**src/rtl/bip_uart_loader_pkg.sv**
```systemverilog
// Shared types and defaults for the BIP UART program loader.
// Frame on the wire: COUNT | {LO,HI} x COUNT | CHK, where CHK is the XOR of COUNT and every data byte.
package bip_uart_loader_pkg;

    typedef enum logic [2:0] {
        ST_IDLE = 3'd0,
        ST_LO   = 3'd1,
        ST_HI   = 3'd2,
        ST_CHK  = 3'd3,
        ST_DONE = 3'd4,
        ST_ERR  = 3'd5
    } state_e;

    localparam int N_BIT_DEF   = 8;
    localparam int WORD_W_DEF  = 16;
    localparam int ADDR_W_DEF  = 11;
    localparam int TIMEOUT_DEF = 1000000;

    // States in which a frame is open and the inter-byte timer runs.
    function automatic logic in_frame(state_e s);
        return (s == ST_LO) || (s == ST_HI) || (s == ST_CHK);
    endfunction

endpackage

```
**src/rtl/bip_uart_loader_timeout.sv**
```systemverilog
// Inter-byte watchdog: counts enabled cycles since the last clear and flags
// EXPIRED on the cycle the count reaches TIMEOUT-1.
module bip_timeout_counter
    import bip_uart_loader_pkg::*;
#(
    parameter int TIMEOUT = TIMEOUT_DEF
) (
    input  logic CLK,
    input  logic RESET,
    input  logic CLR,
    input  logic EN,
    output logic EXPIRED
);

    localparam int CW = $clog2(TIMEOUT + 1);

    logic [CW-1:0] timer_q;
    logic [CW-1:0] timer_d;

    assign EXPIRED = (timer_q == CW'(TIMEOUT - 1));

    // Saturates at the expiry value so a stuck enable cannot wrap back to zero.
    always_comb begin
        timer_d = timer_q;
        if (CLR) begin
            timer_d = '0;
        end else if (EN && !EXPIRED) begin
            timer_d = timer_q + 1'b1;
        end
    end

    always_ff @(posedge CLK or negedge RESET) begin
        if (!RESET) begin
            timer_q <= '0;
        end else begin
            timer_q <= timer_d;
        end
    end

endmodule

```
**src/rtl/bip_uart_loader.sv**
```systemverilog
// Loads BIP program memory from a UART byte stream, holding the CPU for the
// duration of a frame and reporting checksum or timeout failures.
module bip_uart_loader
    import bip_uart_loader_pkg::*;
#(
    parameter int N_BIT   = N_BIT_DEF,
    parameter int WORD_W  = WORD_W_DEF,
    parameter int ADDR_W  = ADDR_W_DEF,
    parameter int TIMEOUT = TIMEOUT_DEF
) (
    input  logic              CLK,
    input  logic              RESET,
    input  logic              RX_DONE,
    input  logic [N_BIT-1:0]  RX_DATA,
    output logic              PM_WE,
    output logic [ADDR_W-1:0] PM_ADDR,
    output logic [WORD_W-1:0] PM_DATA,
    output logic              CPU_HOLD,
    output logic              LOAD_DONE,
    output logic              LOAD_ERR,
    output logic [2:0]        STATE
);

    state_e            state_q,   state_d;
    logic [N_BIT-1:0]  count_q,   count_d;
    logic [N_BIT-1:0]  chk_q,     chk_d;
    logic [N_BIT-1:0]  lo_q,      lo_d;
    logic [ADDR_W-1:0] addr_q,    addr_d;
    logic              pm_we_q,   pm_we_d;
    logic [ADDR_W-1:0] pm_addr_q, pm_addr_d;
    logic [WORD_W-1:0] pm_data_q, pm_data_d;
    logic              hold_q,    hold_d;
    logic              done_q,    done_d;
    logic              err_q,     err_d;

    logic timer_clr;
    logic timer_en;
    logic timer_expired;

    // The timer restarts on every byte and whenever no frame is open, which
    // also covers the entry into LO.
    assign timer_en  = in_frame(state_q);
    assign timer_clr = RX_DONE || !timer_en;

    bip_timeout_counter #(
        .TIMEOUT (TIMEOUT)
    ) u_timeout (
        .CLK     (CLK),
        .RESET   (RESET),
        .CLR     (timer_clr),
        .EN      (timer_en),
        .EXPIRED (timer_expired)
    );

    assign PM_WE     = pm_we_q;
    assign PM_ADDR   = pm_addr_q;
    assign PM_DATA   = pm_data_q;
    assign CPU_HOLD  = hold_q;
    assign LOAD_DONE = done_q;
    assign LOAD_ERR  = err_q;
    assign STATE     = state_q;

    always_comb begin
        state_d   = state_q;
        count_d   = count_q;
        chk_d     = chk_q;
        lo_d      = lo_q;
        addr_d    = addr_q;
        pm_we_d   = 1'b0;
        pm_addr_d = pm_addr_q;
        pm_data_d = pm_data_q;
        hold_d    = hold_q;
        done_d    = 1'b0;
        err_d     = err_q;

        case (state_q)
            ST_IDLE: begin
                if (RX_DONE && (RX_DATA != '0)) begin
                    count_d = RX_DATA;
                    chk_d   = RX_DATA;
                    addr_d  = '0;
                    err_d   = 1'b0;
                    hold_d  = 1'b1;
                    state_d = ST_LO;
                end
            end
            ST_LO: begin
                if (RX_DONE) begin
                    lo_d    = RX_DATA;
                    chk_d   = chk_q ^ RX_DATA;
                    state_d = ST_HI;
                end else if (timer_expired) begin
                    err_d   = 1'b1;
                    hold_d  = 1'b0;
                    state_d = ST_ERR;
                end
            end
            ST_HI: begin
                if (RX_DONE) begin
                    pm_we_d   = 1'b1;
                    pm_addr_d = addr_q;
                    pm_data_d = {RX_DATA, lo_q};
                    addr_d    = addr_q + 1'b1;
                    chk_d     = chk_q ^ RX_DATA;
                    count_d   = count_q - 1'b1;
                    state_d   = (count_q == N_BIT'(1)) ? ST_CHK : ST_LO;
                end else if (timer_expired) begin
                    err_d   = 1'b1;
                    hold_d  = 1'b0;
                    state_d = ST_ERR;
                end
            end
            ST_CHK: begin
                if (RX_DONE) begin
                    hold_d = 1'b0;
                    if (RX_DATA == chk_q) begin
                        done_d  = 1'b1;
                        state_d = ST_DONE;
                    end else begin
                        err_d   = 1'b1;
                        state_d = ST_ERR;
                    end
                end else if (timer_expired) begin
                    err_d   = 1'b1;
                    hold_d  = 1'b0;
                    state_d = ST_ERR;
                end
            end
            ST_DONE: state_d = ST_IDLE;
            ST_ERR:  state_d = ST_IDLE;
            default: begin
                hold_d  = 1'b0;
                state_d = ST_IDLE;
            end
        endcase
    end

    always_ff @(posedge CLK or negedge RESET) begin
        if (!RESET) begin
            state_q   <= ST_IDLE;
            count_q   <= '0;
            chk_q     <= '0;
            lo_q      <= '0;
            addr_q    <= '0;
            pm_we_q   <= 1'b0;
            pm_addr_q <= '0;
            pm_data_q <= '0;
            hold_q    <= 1'b0;
            done_q    <= 1'b0;
            err_q     <= 1'b0;
        end else begin
            state_q   <= state_d;
            count_q   <= count_d;
            chk_q     <= chk_d;
            lo_q      <= lo_d;
            addr_q    <= addr_d;
            pm_we_q   <= pm_we_d;
            pm_addr_q <= pm_addr_d;
            pm_data_q <= pm_data_d;
            hold_q    <= hold_d;
            done_q    <= done_d;
            err_q     <= err_d;
        end
    end

endmodule

```
**config.mk**
```make
export PLATFORM = sky130hd
export DESIGN_NAME = bip_uart_loader
export DESIGN_NICKNAME = d
export VERILOG_FILES = /design/src/rtl/bip_uart_loader_pkg.sv /design/src/rtl/bip_uart_loader_timeout.sv /design/src/rtl/bip_uart_loader.sv
export SDC_FILE = /design/constraint.sdc
export NUM_CORES = 1
export LEC_CHECK = 0
export BUFFER_PORTS_ARGS = -buffer_cell sky130_fd_sc_hd__buf_2
export CAP_MARGIN = 10
export CORE_MARGIN = 2
export CORE_UTILIZATION = 45
export CTS_CLUSTER_SIZE = 16
export DETAILED_ROUTE_END_ITERATION = 8
export GPL_TIMING_DRIVEN = 0
export PLACE_DENSITY_LB_ADDON = 0.08
export SETUP_SLACK_MARGIN = 0.5
export SLEW_MARGIN = 40
export SYNTH_ARGS = -nofsm -noshare
export SYNTH_HDL_FRONTEND = slang
export SYNTH_HIERARCHICAL = 1
export SYNTH_SLANG_ARGS = --single-unit
```
**constraint.sdc**
```tcl
create_clock -name CLK -period 5.4 [get_ports CLK]
set_clock_uncertainty 0.05 [all_clocks]
set_input_delay 0.54 -clock CLK [delete_from_list [all_inputs] [get_ports CLK]]
set_output_delay 0.54 -clock CLK [all_outputs]
set_load 0.005 [all_outputs]
```
==> results.md <==
- Crit path top cell by count: nor2_1
- Critical path class: reg -> reg
- Gate Count Post-Synth: 399
- Total GRT Usage: 0.192
- Die area: 10300 um2
- Die Width: 102 um
- Tcrit/Tclk final: 0.441
- Avg Inst Size Synth: 10.8 um2
- R2R depth: 8
- R2R setup slack: 3020 ps
- Max_slew headroom: 0.506
- Most frequent cells after synthesis: dfrtp_1 (89), mux2_2 (36), nand2_1 (33)
- Buffer depth of the longest clock path: 2
- P&R area growth vs syn: 14.7%
- Pre-CTS setup slack: 2920 ps
- Post-synthesis sequential area ratio: 0.519
- CTS Hold Bufs: 0
- Initial antenna violation count: 0
- Worst path max stage delay: 410 ps
- Largest net degree at the start of global routing: 48
- Yosys top cell area share: 0.519
- Yosys reg bits: 89
- Fill count: 844
- Pleak: 2.18 nW
- # IOs: 45
- Gpl congestion: 0.809
- Yosys cell types: 52
- Worst EP arrival: 2560 ps
- Post-synth EDFFs: 0
- Post-synthesis cell area: 4290 um2
- Grt total ovfl: 0
- Post-cts sizing count: 0
- Power Total: 2.25 mW
- Critical Path Start Type: register
- Worst-path clk slew: 100 ps
- Slowest-stage cell, CP: dfrtp_1
- Synth area leader: dfrtp_1
- Max Cap Viol: 0
- Syn_nets: 414
- H-tree lvl count: 3
- HP Class: in -> async
- Final Hold Viols: 0
- Stages on worst setup path: 8
- Post-route setup TNS: 0 ps
- FP Rows: 35
- Reg2Reg Launch Point: STATE[1]
- Post-layout min period: 2380 ps
- Count leader, synth: dfrtp_1
- Vias: 3203
- Clk sinks: 89
- VDD IR max: 0.000244 V
- Setup-failing EPs final: 0
- Ys flop type: dfrtp_1
- Pre-Repair DR Iteration Count: 4
- Maximum clock rate: 420 MHz
- Die H: 102 um
- Status: complete, no violations
- WP buf/inv: 2
- Post-synth ARST share: 1.00
- CP Max Fanout: 10
- DRT iter0 DRCs: 133
- Initial Util: 0.465
- Final net count: 470
- Slew @ Worst Pin: 739 ps
- CTS Root Buffer Type: clkbuf_8
- Synth warnings: 6
- Unrepaired setup endpoints after global routing: no
- Via-per-instance ratio: 5.44
- Setup bufs post-CTS: 0
- Worst Path Required: 5580 ps
- # DRC: 0
- Core outline area: 9240 um2
- Crit path capture type: register
- Ratio of cells with drive above 1 in the final layout: 0.248
- Port-buffer cells: 44
- CTS Buf Count: 9
- Final ANT Viol Nets: 0
- Final worst slack: 3020 ps
- Post-Route WL: 9100 um
- Critical path's top delay family: simple AND/OR/NAND/NOR gates
- Worst-path cell chain: clkbuf_1 -> nor2_1 -> nor2_1 -> clkbuf_1 -> nand3_1 -> nor3b_1 -> xnor2_1 -> nor2_1
- Worst R2R End: u_timeout/timer_q[19]
- Post-DP HPWL: 6370 um
- Power density over cell area: 457 nW/um2
- Via count of the first global-routing pass: 3151
- Ant. Diodes: 0
- Worst skew pair latency: 360 ps
- Top cells by area, synth: dfrtp_1 (52%), mux2_2 (9.4%), xor2_1 (3.9%), o21ai_0 (3.4%), nand2_1 (2.9%)
- Max Slew Vio Count: 0
- CTS tree: yes
- Avg WL per Cell: 15.4 um
- Global-route wire length before repair: 15300 um
## stage by stage
stage | hold slack, ps | cells | instance area (um2) | utilization
floorplan | 194 | 399 | 4290 | -
global placement | 434 | 572 | 4680 | 0.506
detailed placement | 438 | 573 | 4720 | 0.510
CTS | 38.1 | 589 | 4930 | 0.533
global route | 54.1 | 589 | 4930 | 0.533
finish | 31.3 | 589 | 4930 | 0.533
## sequential cells by signal, indices dropped and copies added (netlist names)
name	flops
u_timeout/timer_q	20
addr_q	11
LOAD_ERR	1
chk_q	8
LOAD_DONE	1
PM_DATA	16
CPU_HOLD	1
lo_q	8
count_q	8
PM_ADDR	11
PM_WE	1
STATE	3
## cells by family after synthesis
family	synth area share
flops	0.519
mux	0.0991
fa+ha+maj	0.0117
compound gates	0.109
simple gates	0.176
xor+xnor	0.0591
buf+inv	0.0262
## how the worst max path moves through the flow
stage | from | end
after floorplan | STATE[1] | u_timeout/timer_q[11]
after global placement | RESET | lo_q[5]
after detailed placement | RX_DATA[6] | chk_q[5]
after CTS | STATE[1] | u_timeout/timer_q[19]
after global routing | STATE[1] | u_timeout/timer_q[19]
final | STATE[1] | u_timeout/timer_q[19]
## cells in the final DEF (no fill, tap or decap), drive strengths merged, types with 2 or more instances in the layout
cell type and count:
and3 3, clkbuf 21, a311o 2, nand3 20, dfrtp 89, nor2b 3
a31oi 7, nand4 11, or4 3, buf 52, o211ai 4, a2bb2oi 2
nor3b 2, nor3 4, xor2 19, or3 10, mux2i 2, ha 4
and4bb 2, nand2b 2, xnor2 10, inv 12, o21ai 30, nand2 33
a21oi 14, and2 2, nor2 31, mux2 36, a311oi 2, nor4 7
o31ai 3
## area by class of cell
cell class | instances | area [um2] | share of cell area
Sequential cell | 89 | 2230 | 0.452
Multi-Input combinational cell | 284 | 1960 | 0.398
Timing Repair Buffer | 45 | 254 | 0.0516
Tap cell | 129 | 161 | 0.0328
Clock buffer | 10 | 138 | 0.0279
Buffer | 18 | 82.6 | 0.0168
Clock inverter | 6 | 72.6 | 0.0147
Inverter | 8 | 30.0 | 0.00610
## per-layer routing
layer / part of all wire / global-route usage / vias up
met5: 0 / 0 / -
met4: 0.015 / 0.0665 / 0
met3: 0.040 / 0.0497 / 10
met2: 0.47 / 0.309 / 58
met1: 0.47 / 0.252 / 1576
li1: - / - / 1559
## power by group
group / internal (mW) / leakage [nW] / total (mW) / switching (mW)
logic: 0.361 / 0.932 / 0.763 / 0.402
registers: 0.867 / 1.15 / 0.999 / 0.132
clock network: 0.233 / 0.104 / 0.490 / 0.256
total: 1.46 / 2.18 / 2.25 / 0.791
Power figures use the tool's default switching activity.
